==> src/rtl/boot_pkg.sv <==
// Shared definitions for the instruction-memory boot sequencer.
// Holds the state encoding and the default memory geometry.
package boot_pkg;

  localparam int ADDR_W     = 5;
  localparam int INSTR_W    = 14;
  localparam int IMEM_DEPTH = 1 << ADDR_W;

  localparam logic [INSTR_W-1:0] NOP_INSTR = '0;

  typedef enum logic [1:0] {
    IDLE = 2'd0,
    LOAD = 2'd1,
    RUN  = 2'd2,
    DONE = 2'd3
  } boot_state_e;

endpackage

==> src/rtl/imem_32x14.sv <==
// Instruction store: register array with a synchronous write port and an
// asynchronous read port. Contents are deliberately not reset.
module imem_32x14 #(
  parameter int ADDR_W  = 5,
  parameter int INSTR_W = 14
) (
  input  logic               clk,
  input  logic               we,
  input  logic [ADDR_W-1:0]  waddr,
  input  logic [INSTR_W-1:0] wdata,
  input  logic [ADDR_W-1:0]  raddr,
  output logic [INSTR_W-1:0] rdata
);

  localparam int DEPTH = 1 << ADDR_W;

  logic [INSTR_W-1:0] mem_q [DEPTH];

  always_ff @(posedge clk) begin
    if (we) begin
      mem_q[waddr] <= wdata;
    end
  end

  assign rdata = mem_q[raddr];

endmodule

==> src/rtl/imem_boot_ctrl.sv <==
// Boot/run sequencer: streams a program into instruction memory while the core
// is held in reset, then releases it and serves zero-latency fetches on pc.
module imem_boot_ctrl #(
  parameter int          ADDR_W    = boot_pkg::ADDR_W,
  parameter int          INSTR_W   = boot_pkg::INSTR_W,
  parameter int unsigned RUN_LIMIT = 0
) (
  input  logic               clk,
  input  logic               rst,
  input  logic               load_start,
  input  logic               ld_valid,
  output logic               ld_ready,
  input  logic [INSTR_W-1:0] ld_data,
  input  logic               ld_last,
  input  logic               halt_req,
  input  logic [ADDR_W-1:0]  pc,
  output logic [INSTR_W-1:0] instraction,
  output logic               core_rst,
  output logic [1:0]         state,
  output logic [ADDR_W:0]    prog_len
);

  import boot_pkg::*;

  localparam logic [31:0] LIMIT_M1 = 32'(RUN_LIMIT - 1);

  boot_state_e        state_q, state_d;
  logic [ADDR_W-1:0]  wr_ptr_q, wr_ptr_d;
  logic [ADDR_W:0]    prog_len_q, prog_len_d;
  logic [31:0]        run_cnt_q, run_cnt_d;
  logic               core_rst_q;
  logic               mem_we;
  logic [INSTR_W-1:0] mem_rdata;

  assign ld_ready = (state_q == LOAD);

  always_comb begin
    state_d    = state_q;
    wr_ptr_d   = wr_ptr_q;
    prog_len_d = prog_len_q;
    run_cnt_d  = run_cnt_q;
    mem_we     = 1'b0;

    unique case (state_q)
      IDLE: begin
        if (load_start) begin
          state_d    = LOAD;
          wr_ptr_d   = '0;
          prog_len_d = '0;
        end
      end

      LOAD: begin
        if (ld_valid) begin
          mem_we     = 1'b1;
          wr_ptr_d   = wr_ptr_q + 1'b1;
          prog_len_d = prog_len_q + 1'b1;
          // A full memory terminates the load so the pointer never wraps.
          if (ld_last || (&wr_ptr_q)) begin
            state_d   = RUN;
            run_cnt_d = '0;
          end
        end
      end

      RUN: begin
        run_cnt_d = run_cnt_q + 1'b1;
        if (load_start) begin
          state_d    = LOAD;
          wr_ptr_d   = '0;
          prog_len_d = '0;
        end else if (halt_req || ((RUN_LIMIT != 0) && (run_cnt_q == LIMIT_M1))) begin
          state_d = DONE;
        end
      end

      DONE: begin
        if (load_start) begin
          state_d    = LOAD;
          wr_ptr_d   = '0;
          prog_len_d = '0;
        end
      end

      default: state_d = IDLE;
    endcase
  end

  always_ff @(posedge clk or posedge rst) begin
    if (rst) begin
      state_q    <= IDLE;
      wr_ptr_q   <= '0;
      prog_len_q <= '0;
      run_cnt_q  <= '0;
      core_rst_q <= 1'b1;
    end else begin
      state_q    <= state_d;
      wr_ptr_q   <= wr_ptr_d;
      prog_len_q <= prog_len_d;
      run_cnt_q  <= run_cnt_d;
      core_rst_q <= (state_d != RUN);
    end
  end

  imem_32x14 #(
    .ADDR_W  (ADDR_W),
    .INSTR_W (INSTR_W)
  ) u_imem (
    .clk   (clk),
    .we    (mem_we),
    .waddr (wr_ptr_q),
    .wdata (ld_data),
    .raddr (pc),
    .rdata (mem_rdata)
  );

  // Words past the loaded length read as NOP, hiding stale or partial contents.
  assign instraction = ({1'b0, pc} < prog_len_q) ? mem_rdata : INSTR_W'(NOP_INSTR);
  assign core_rst    = core_rst_q;
  assign state       = state_q;
  assign prog_len    = prog_len_q;

endmodule

==> config.mk <==
export PLATFORM = sky130hd
export DESIGN_NAME = imem_boot_ctrl
export DESIGN_NICKNAME = d
export VERILOG_FILES = /design/src/rtl/boot_pkg.sv /design/src/rtl/imem_32x14.sv /design/src/rtl/imem_boot_ctrl.sv
export SDC_FILE = /design/constraint.sdc
export NUM_CORES = 1
export LEC_CHECK = 0
export BUFFER_PORTS_ARGS = -buffer_cell sky130_fd_sc_hd__buf_4
export CAP_MARGIN = 20
export CORE_MARGIN = 1
export CORE_UTILIZATION = 26
export CTS_CLUSTER_SIZE = 20
export DETAILED_ROUTE_END_ITERATION = 8
export PLACE_DENSITY = 0.38
export SETUP_SLACK_MARGIN = 0.05
export SYNTH_ARGS = -nofsm -noshare
export SYNTH_HDL_FRONTEND = slang
export SYNTH_SLANG_ARGS = --single-unit
export TNS_END_PERCENT = 10
==> constraint.sdc <==
create_clock -name clk -period 2.91 [get_ports clk]
set_input_delay 0 -clock clk [delete_from_list [all_inputs] [get_ports clk]]
set_output_delay 0 -clock clk [all_outputs]
set_load 0.01 [all_outputs]
Word level (Yosys, flattened, before mapping)
Memory sizes are Yosys's and may differ from the RTL's.
Cells that the tools add are included.
Storage, ports and cells
  bits in registers: 14
  memory bits (writable): 448
  input port bits: 25
  memories: 1
Operators by class
  add/sub/neg operators: 2
  $lt $le $gt $ge: 1
  equality and inequality tests: 6
  mux-type cells: 17
  reductions and logical operators: 6
Memory list
  u_imem.mem_q: words 32, width 14, read ports 1, clocked after memory_dff 0, wr ports 1, RTL line imem_32x14.sv:17  | logic [INSTR_W-1:0] mem_q [DEPTH];
Operators with widths (number)
  two-way mux 14 bit: 1
  two-way mux 6 bit: 2
  one-hot mux 6 bit (2 select lines): 1
  two-way mux 2 bit: 5
  two-way mux 5 bit: 2
  one-hot mux 5 bit (2 select lines): 1
  adder 6 x 1 -> 6 bit (second input constant): 1
  < comparator 5 x 6 -> 1 bit: 1
  one-hot mux 2 bit (3 select lines): 1
  adder 5 x 1 -> 5 bit (second input constant): 1
  AND reduction 5 bit: 1
  == test 2 bit (second input constant): 2
  two-way mux 1 bit: 4
  != test 2 bit (second input constant): 2
  OR reduction 3 bit: 1
  == test 2 x 1 -> 1 bit (second input constant): 1
  logical NOT 2 bit: 1
  != test 2 x 1 -> 1 bit (second input constant): 1
  AND reduction 2 bit: 1
  OR reduction 2 bit: 1
  logical OR 1 bit: 1

Depth between registers and ports, before layout
Gate-level depths: netlist of the first run.
  word-level depth: 6
  gate-level depth with buffers: 9
  mapped depth without buffers: 7

Modules after synthesis
Synthesis of the first run repeated with hierarchy kept, for this count alone.
Unflattened totals
  cells, all modules: 1109
  area total of the unflattened synthesis: 18734.2 µm²
By module, submodules not included
  imem_32x14: times used 1, cells an instance 992, area an instance 17730.8 µm², seq. area each 13452.9 µm²
  imem_boot_ctrl: times used 1, cells an instance 117, area an instance 1003.5 µm², seq. area each 351.6 µm²

Least setup slack after synthesis of the first run
OpenSTA, ideal clock, no wires.
  kind: register to register
  from: register state_q[1] (netlist: state[1])
  to: memory u_imem.mem_q[31][0] (enable)
  library setup time: 384 ps
  data arrival time: 2123 ps
  required time: 2526 ps
  path slack: 403 ps
  cell stages (with the launch flop): 8
  buffers on the path: 2
  cell sequence: dfrtp_1 inv_1 ha_1 clkbuf_1 and2_1 buf_2 nand2_1 nor2_1
Between the ends
  word-level cells in the longest chain between the ends: 4
RTL lines
  start, declared: RTL line imem_boot_ctrl.sv:27  | boot_state_e state_q, state_d;
  start signal, assigned: RTL line imem_boot_ctrl.sv:97  | state_q <= state_d;
  == test 2 x 1 -> 1 bit
  named net ld_ready: RTL line imem_boot_ctrl.sv:12  | output logic ld_ready,
  two-way mux 1 bit: RTL line imem_boot_ctrl.sv:44  | unique case (state_q)
  two-way mux 1 bit: RTL line imem_32x14.sv:20  | if (we) begin
  two-way mux 1 bit (implied by the code): RTL line imem_32x14.sv:21  | mem_q[waddr] <= wdata;
  end, declared: RTL line imem_32x14.sv:17
The timed path passes the listed nets, and every way through them passes these cells.

Worst setup path in the final report of the first run
  from: register prog_len_q[2] (netlist: prog_len[2])
  to: output port instraction[3]
Between the ends
  word-level cells in the longest chain between the ends: 2
RTL lines
  start, declared: RTL line imem_boot_ctrl.sv:29  | logic [ADDR_W:0] prog_len_q, prog_len_d;
  start signal, assigned: RTL line imem_boot_ctrl.sv:99  | prog_len_q <= prog_len_d;
  < comparator 5 x 6 -> 1 bit: RTL line imem_boot_ctrl.sv:118  | assign instraction = ({1'b0, pc} < prog_len_q) ? mem_rdata : INSTR_W'(NOP_INSTR);
  two-way mux 14 bit: RTL line imem_boot_ctrl.sv:118
  end, declared: RTL line imem_boot_ctrl.sv:17  | output logic [INSTR_W-1:0] instraction,
No other way between the ends.

==> out/results.ini, run 1 <==
[status]
status=finished clean

[floorplan]
initial_core_util_pct=26.3
die-area_um2=72100
die-width_um=269
ioPinCount=49
placementRows=97
fp.dieH_um=269
core-area_um2=70100

[sta]
hold_viol_final=0
rsz0062_at_grt=yes
final.min_clock_period_ps=2820
setup_slack_ps=87.1
fin_skew_ps=33.1
fin_crit_sh_pct=97.0
setup_viol=0
fmax_mhz=354
slew_viol_final=0
slew_headroom_pct=54.6
worst_pin_slew_ps=680

[drt]
drt_wl_total_um=51000
vias_per_cell=4.47
ant_nets=0
drtIter0Drc=705
drc=0
wire_per_inst_um=23.9
drtPass1Iterations=4
vias=9545

[layout]
fillers=6870
stdcell_count=2135
synthToLayoutAreaGrowth_pct=21.2
layout-drive-gt1-share_pct=23.5
nets=1190

[pwr]
p_clk_share_pct=41.0
seq_power_share_pct=49.6
power.density_nw_per_um2=677
power.internal_mw=11.6
netSwitchingPower_mw=3.58
power_frac_comb_pct=9.4
ir_drop_v=0.000434
power_leakage_nw=7.58
p_sw_share_pct=23.6

[yosys]
synth_cells=1009
yosysMostFrequentCell=edfxtp_1
synth_edf_count=448
synth_top_flop_cell=edfxtp_1
yosysSeqAreaShare_pct=74.8
synth.cell_area_um2=18500
ys_ff_latch=462
synthDistinctLibCells=40
synth_area_leader_cell=edfxtp_1
synth-async-reset-ratio_pct=3.03
synth.avg_cell_area_um2=18.3
yosysTopAreaCellShare_pct=72.9
synth_fp_nets=1046
yosys_warnings=0
synth_area_leaders=edfxtp_1, mux2i_1, mux4_2
synthTopCellsByCount=edfxtp_1, mux2i_1, a22oi_1

[global_route]
grt_max_degree=56
globalRouteTotalUtil_pct=14.2
grt_antenna_before_repair=0
grt-ovfl-total=0
grt_pass1_vias=9854
grt_pass1_wl_um=72500

[clock_network]
clk_path_buf_depth=3
htree_num_levels=2
clkSinkCount=462
clk_latency_ps=620
cts_tree=built
cts.clk_slew.worst_paths_ps=60
numCtsBuffers=53
clockRootBuffer=clkbuf_16

[worst_setup_path]
crit_fanout=7
start_kind=flop
crit_slowest_cell=a22oi_2
path_buf_inv=6
crit_path_frequent_cell=buf_6
required_ps=2910
crit_path_end_kind=primary output
crit_chain=inv_2 -> ha_4 -> nand2_2 -> o21ai_2 -> buf_6 -> buf_6 -> a2111oi_4 -> buf_6 -> buf_12 -> a22oi_2 -> nand3_2 -> buf_6
max_stage_delay_ps=410
crit_family=buffers and inverters
worstPathArrival_ps=2820
worst-setup-path-type=reg -> out

[placement]
place.gp.congestion=0.815
pre_cts_ws_ps=-209
placedCellCount=1999
post-dp-hpwl_um=30400
io_buffer_count=48

[worst_hold_path]
hold_path.class=in -> reg

[job]
drv_cap=0

-- repair_timing --
action	4_1_cts	5_1_grt
hold buffers	21	0
resized for setup	23	21
setup buffers	11	6
endpoints found under the setup margin	14	14
hold endpoints to repair	476	0
gates cloned	1	1
pin swaps	9	16
-- registers in the layout, indices dropped and copies added (netlist names) --
register	count
state	2
prog_len	6
core_rst	1
wr_ptr_q	5
u_imem.mem_q	448
-- area by class of cell --
class                      count  area [um^2]  share of cell area (%)
sequential                   462        13800                    61.7
tap                          940         1180                    5.25
multi-input combinational    483         4440                    19.9
inverter                      11         41.3                   0.184
clock buffer                  68         1400                    6.27
timing repair buffer         142         1310                    5.83
antenna                        2         5.00                  0.0224
clock inverter                27          201                   0.900
-- tightest hold or removal path: cells and delay by family --
kind,cells,cell delay (ps)
buffers and inverters,2,680
AND/OR/NAND/NOR,1,70
AO/OA/AOI/OAI,1,70
-- metal layers --
layer / routed length, um / track usage, % / share of wire, % / vias up
met5: 0 / 0 / 0 / -
met4: 906 / 3.76 / 1.8 / 0
met3: 2280 / 2.58 / 4.5 / 56
met2: 24400 / 23.4 / 48 / 179
met1: 23400 / 19.3 / 46 / 5007
li1: - / - / - / 4303
-- power by group through the flow --
stage          clock, mW  sequential [mW]  combinational, mW
5_1_grt             6.65             7.53               1.55
3_5_place_dp           0             7.66               1.29
4_1_cts             6.41             7.51               1.42
6_report            6.22             7.51               1.43
3_3_place_gp           0             7.65               1.29
2_1_floorplan          0             7.66              0.667
-- cell usage in the layout (no fill, tap or decap), types with 2 or more instances in the layout --
cell,netlist,routed
a2111oi_4,3,4
a211oi_1,4,4
a21oi_2,0,2
a22o_1,5,5
a22oi_1,71,57
a22oi_2,0,14
and2_1,2,2
buf_12,3,8
buf_4,8,100
buf_6,7,9
buf_8,1,2
bufinv_16,0,2
clkbuf_1,17,14
clkbuf_16,0,55
clkinv_1,0,16
clkinv_2,0,5
dfrtp_1,13,12
diode_2,0,2
dlygate4sd3_1,0,21
edfxtp_1,448,448
ha_1,12,9
ha_4,0,3
inv_1,11,9
inv_2,0,2
mux2i_1,119,119
mux4_2,52,52
nand2_1,68,67
nand2b_1,27,27
nand3_1,45,38
nand3_2,0,7
nand3b_1,3,3
nand4_1,2,2
nor2_1,44,41
nor2_4,0,2
nor2b_1,5,3
nor2b_2,0,2
o21ai_0,4,4
xnor2_1,3,3
xor2_1,3,3
-- logic make-up after synthesis --
group | Yosys count | share of synthesized area (%)
adder cells (fa/ha/maj) | 12 | 0.813
multiplexers | 171 | 12.8
XOR/XNOR | 6 | 0.285
flip-flops | 462 | 74.8
buffers and inverters | 64 | 2.20
AND/OR/NAND/NOR | 200 | 4.99
AO/OA/AOI/OAI | 94 | 4.16
-- final timing paths --
check                                 start                   to  slack, ps  cells after the start
worst max-delay path            prog_len[2]       instraction[3]         90                     12
min in group asynchronous               rst             state[1]        570                      4
worst min-delay path               ld_valid          prog_len[0]        260                      4
worst min register to register  wr_ptr_q[0]          wr_ptr_q[0]        600                      1
worst max register to register     state[1]  u_imem.mem_q[23][2]        390                      6
max in group asynchronous               rst          prog_len[3]       1920                      4
-- per-stage QoR --
stage	cell area [um^2]	util (%)	TNS, ps	hold WS, ps	power [mW]
2_1_floorplan	18500	-	0	-111	8.33
3_5_place_dp	20100	28.7	-1640	106	8.95
5_1_grt	22400	31.9	-7.91	283	15.7
4_1_cts	22200	31.7	0	223	15.3
3_3_place_gp	20100	28.7	-1790	95.5	8.95
6_report	22400	31.9	0	261	15.2
Power figures use the tool's default switching activity.
==> inputs of run 2 (changes only) <==
==> constraint.sdc (replaced) <==
create_clock -name clk -period 2.91 [get_ports clk]
set_input_delay 0 -clock clk [delete_from_list [all_inputs] [get_ports clk]]
set_output_delay 0 -clock clk [all_outputs]
set_load 0.1 [all_outputs]
==> run 2 against run 1 <==
Effect of this change:
- combinational power grew 36%
- setup slack improved by 7.8 ps
- die area unchanged
- non-clock buffer count increased by 1
- register-to-register slack improved by 160 ps
- clock-buffer cell count stayed put
- final area up 2.2%
- sequential share of layout area decreased by 1.3 points
==> out/results.ini, run 2 (same netlist as run 1, synthesis figures left out) <==
[clock_network]
htree_num_levels=2
clockRootBuffer=clkbuf_16
clk_path_buf_depth=3
cts_tree=built
clkSinkCount=462
cts.clk_slew.worst_paths_ps=60
numCtsBuffers=54
clk_latency_ps=590

[drt]
ant_nets=0
drt_wl_total_um=50700
vias_per_cell=4.42
top_layer=met4
drtPass1Iterations=5
wl_met2_um=23900
drtIter0Drc=628
vias=9450
m1WireLength_um=23900
drc=0
wire_per_inst_um=23.7
met3_wirelength_um=1830

[global_route]
grt_antenna_before_repair=0
grt_pass1_vias=9690
grt_pass1_wl_um=72200
grt-ovfl-total=0
globalRouteTotalUtil_pct=14.2
grt_max_degree=57

[worst_setup_path]
required_ps=2910
crit_path_end_kind=primary output
worstPathArrival_ps=2820
worst-setup-path-type=reg -> out
r2r_setup_slack_ps=550
start_kind=flop
crit_fanout=14

[sta]
setup_viol=0
slew_headroom_pct=56.0
fin_crit_sh_pct=96.7
final.min_clock_period_ps=2820
holdWs_ps=44.6
fin_tns_setup_ps=0
hold_viol_final=0
rsz0062_at_grt=yes
fin_skew_ps=8.96
fmax_mhz=355
worst_pin_slew_ps=658
slew_viol_final=0

[layout]
largest_reg_flops=448
max_flop_register=u_imem.mem_q
synthToLayoutAreaGrowth_pct=23.9
layout_common_cells=edfxtp_1, mux2i_1, buf_4
layout-drive-gt1-share_pct=27.9
mostFrequentLayoutCell=edfxtp_1
finalInstanceArea_um2=22900
fillers=6835
nets=1192

[placement]
placed_area_um2=20400
io_buffer_count=48
place.gp.congestion=0.761
post-dp-hpwl_um=30400

[floorplan]
core-area_um2=70100
die-area_um2=72100
initial_core_util_pct=26.3
die-width_um=269
ioPinCount=49
placementRows=97
fp.dieH_um=269

[pwr]
power_mw=16.2
power.density_nw_per_um2=709
power_leakage_nw=7.74
ir_drop_v=0.000459

[worst_hold_path]
hold_path.class=in -> async

[job]
drv_cap=0

[status]
status=finished clean

[run 2: where the power goes]
group	leakage (nW)	total [mW]	internal [mW]	switching, mW
clock network	0.859	6.73	4.07	2.66
logic	2.67	1.94	0.612	1.33
registers	4.21	7.54	7.45	0.0828
total	7.74	16.2	12.1	4.08
[run 2: layout make-up]
cell class | count | area (um^2) | area share (%)
multi-input combinational | 483 | 4620 | 20.2
antenna | 2 | 5.00 | 0.0219
clock buffer | 68 | 1470 | 6.42
timing repair buffer | 143 | 1460 | 6.40
inverter | 11 | 41.3 | 0.181
tap | 940 | 1180 | 5.14
sequential | 462 | 13800 | 60.4
clock inverter | 30 | 294 | 1.29
[run 2: final timing paths]
| path | start | end | cells past startpoint |
|---|---|---|---|
| min in group clk | ld_valid | wr_ptr_q[0] | 4 |
| min reg2reg | wr_ptr_q[1] | wr_ptr_q[1] | 1 |
| max | prog_len[4] | instraction[12] | 10 |
| min | rst | state[1] | 3 |
| max reg2reg | wr_ptr_q[0] | core_rst | 8 |
| max in group asynchronous | rst | state[0] | 3 |
[run 2: critical path: stages, from the launching register on]
cell and delay, ps:
dfrtp_1 340, inv_1 70, ha_1 310, nand2_1 90
nor2_4 130, buf_4 160, a2111oi_4 70, buf_6 180
a22oi_1 500, nand3_4 160, buf_12 210
[run 2: per-layer routing]
layer,up-vias,global-route usage [%]
li1,4316,-
met1,4910,19.7
met2,164,22.9
met3,60,2.49
met4,0,3.59
met5,-,0
[run 2: timing repair]
item	in CTS	in global routing
hold buffers	20	0
buffers inserted	10	4
hold endpoints to repair	476	0
resized for setup	77	6
pin swaps	12	8
cloned	2	0
setup endpoints to repair	14	14
[run 2: through the flow]
step	cells	util [%]	setup slack (ps)
global placement	2004	29.1	131
global route	2137	32.6	-22.2
CTS	2134	32.5	2.20
floorplan	1009	-	-138
finish	2139	32.6	94.9
detailed placement	2004	29.1	72.3
==> inputs of run 3 (changes only) <==
--- a/config.mk
+++ b/config.mk
@@ -5,6 +5,7 @@
 export SDC_FILE = /design/constraint.sdc
 export NUM_CORES = 1
 export LEC_CHECK = 0
+export ABC_AREA = 1
 export BUFFER_PORTS_ARGS = -buffer_cell sky130_fd_sc_hd__buf_4
 export CAP_MARGIN = 20
 export CORE_MARGIN = 1
==> run 3 against run 2 <==
Effect of this change:
- synthesized area rose by 2.7%
- critical endpoint is now instraction[0]
- die area rose by 2.7%
- largest power group unchanged
- power fell by 3.9%
- utilization fell by 1.4 points
- global-route usage rose by 1.9 points
- sequential power barely moved
- clock-buffer cell count rose by 3
- critical path depth fell by 3
- final area fell by 1.8%
==> out/results.ini, run 3 <==
[sta]
slew_viol_final=0
rsz0062_at_grt=no
worst_pin_slew_ps=727
setup_slack_ps=205
hold_viol_final=0
fin_crit_sh_pct=93.0
slew_headroom_pct=51.5
setup_viol=0
final.min_clock_period_ps=2710
fmax_mhz=370
fin_skew_ps=16.2

[floorplan]
placementRows=98
die-width_um=272
fp.dieH_um=272
ioPinCount=49
initial_core_util_pct=26.4
die-area_um2=74100
core-area_um2=71900

[yosys]
synth_area_leader_cell=edfxtp_1
synth_top_flop_cell=edfxtp_1
synth.avg_cell_area_um2=11.9
synth-async-reset-ratio_pct=3.03
synth_cells=1600
synthDistinctLibCells=24
synthTopCellsByCount=nand2_1, edfxtp_1, nand3_1
synth.cell_area_um2=19000
yosysMostFrequentCell=nand2_1
yosysSeqAreaShare_pct=72.8
yosysTopAreaCellShare_pct=70.9
ys_ff_latch=462
synth_edf_count=448
synth_fp_nets=1637
synth_area_leaders=edfxtp_1, nand3_1, nand2_1
yosys_warnings=0

[placement]
place.gp.congestion=0.757
post-dp-hpwl_um=35200
io_buffer_count=48
pre_cts_ws_ps=537

[worst_setup_path]
rr_startpoint=wr_ptr_q[0]
worstPathArrival_ps=2710
start_kind=flop
required_ps=2910
r2r-end=core_rst
rr_worst_depth=8
crit_slowest_cell=dfrtp_1
worst-setup-path-type=reg -> out
r2r_setup_slack_ps=360
crit_chain=inv_1 -> ha_1 -> a21oi_1 -> o221ai_2 -> buf_4 -> a21oi_1 -> buf_4
max_stage_delay_ps=410
crit_fanout=12
crit_path_end_kind=primary output

[clock_network]
clockRootBuffer=clkbuf_16
htree_num_levels=2
clk_path_buf_depth=3
clkSinkCount=462
clk_latency_ps=600
numCtsBuffers=51
cts.clk_slew.worst_paths_ps=60
cts_setup_buffers=0
cts_tree=built

[layout]
nets=1736
fillers=7323
layout_common_cells=nand2_1, edfxtp_1, nand3_1
mostFrequentLayoutCell=nand2_1
max_flop_register=u_imem.mem_q
layout-drive-gt1-share_pct=12.0
largest_reg_flops=448
final_core_util_pct=31.3
synthToLayoutAreaGrowth_pct=18.4

[status]
status=finished clean

[drt]
vias=12457
vias_per_cell=4.62
drc=0
ant_nets=0
wire_per_inst_um=22.1
drtPass1Iterations=5
drtIter0Drc=910
drt_wl_total_um=59500

[pwr]
power.density_nw_per_um2=694
power_leakage_nw=8.01
ir_drop_v=0.000380

[worst_hold_path]
hold_path.class=in -> async

[global_route]
grt_max_degree=65
globalRouteTotalUtil_pct=16.1
grt_pass1_wl_um=87000
grt_antenna_before_repair=1
grt_pass1_vias=12301
grt-ovfl-total=0

[job]
drv_cap=0

run 3: cell families (layout without fill, tap and decap cells):
kind of cell	after synthesis	count (layout)	synth area share, %
and+or+nand+nor	953	953	21.7
AOI/OAI and AO/OA	37	37	1.00
buffers and inverters	136	276	3.74
DFF	462	462	72.8
adders and majority gates	12	12	0.791
other	0	4	0
run 3: worst max path at each step:
| stage | startpoint | endpoint | cells after the start |
|---|---|---|---|
| after floorplan | prog_len[4] | instraction[0] | 7 |
| after global placement | state[1] | u_imem.mem_q[8][8] | 7 |
| after detailed placement | state[1] | u_imem.mem_q[8][7] | 7 |
| after CTS | prog_len[3] | instraction[12] | 7 |
| after global routing | prog_len[4] | instraction[13] | 9 |
| final | prog_len[3] | instraction[0] | 7 |
run 3: stage by stage:
stage	TNS [ps]	area [um^2]	total power, mW	cells	hold slack [ps]
after detailed placement	0	20700	9.63	2573	100
after global routing	0	22400	16.2	2690	66.8
final	0	22500	15.6	2694	22.9
after CTS	0	22400	15.8	2690	15.5
after floorplan	-152960	19000	8.89	1600	-112
after global placement	0	20700	9.62	2573	99.8
run 3: what timing repair did:
action / 4_1_cts / 5_1_grt
endpoints found under the hold margin: 476 / 0
gates resized for setup: 0 / 0
hold buffers: 23 / 0
run 3: power breakdown:
part / switching (mW) / internal [mW]
registers: 0.0732 / 7.45
logic: 1.52 / 0.494
clock network: 2.61 / 3.43
total: 4.20 / 11.4
run 3: critical path, delay by kind of cell (launching register included):
kind	cells	cell delay (ps)
adder cells (fa/ha/maj)	1	300
flip-flops	1	410
buffers and inverters	3	720
AO/OA/AOI/OAI	3	660
run 3: cell type report:
class / count / area (um^2) / share of cell area [%]
multi-input combinational: 1002 / 4530 / 20.2
tap: 950 / 1190 / 5.29
clock inverter: 23 / 98.8 / 0.440
inverter: 42 / 165 / 0.735
sequential: 462 / 13800 / 61.5
timing repair buffer: 140 / 1210 / 5.40
antenna: 4 / 10.0 / 0.0446
clock buffer: 71 / 1440 / 6.43
run 3: metal layers:
layer / GRT usage, % / wire (um) / vias up
li1: - / - / 5874
met1: 23.2 / 28200 / 6235
met2: 25.8 / 27600 / 279
met3: 2.11 / 2700 / 69
met4: 3.59 / 925 / 0
met5: 0 / 0 / -
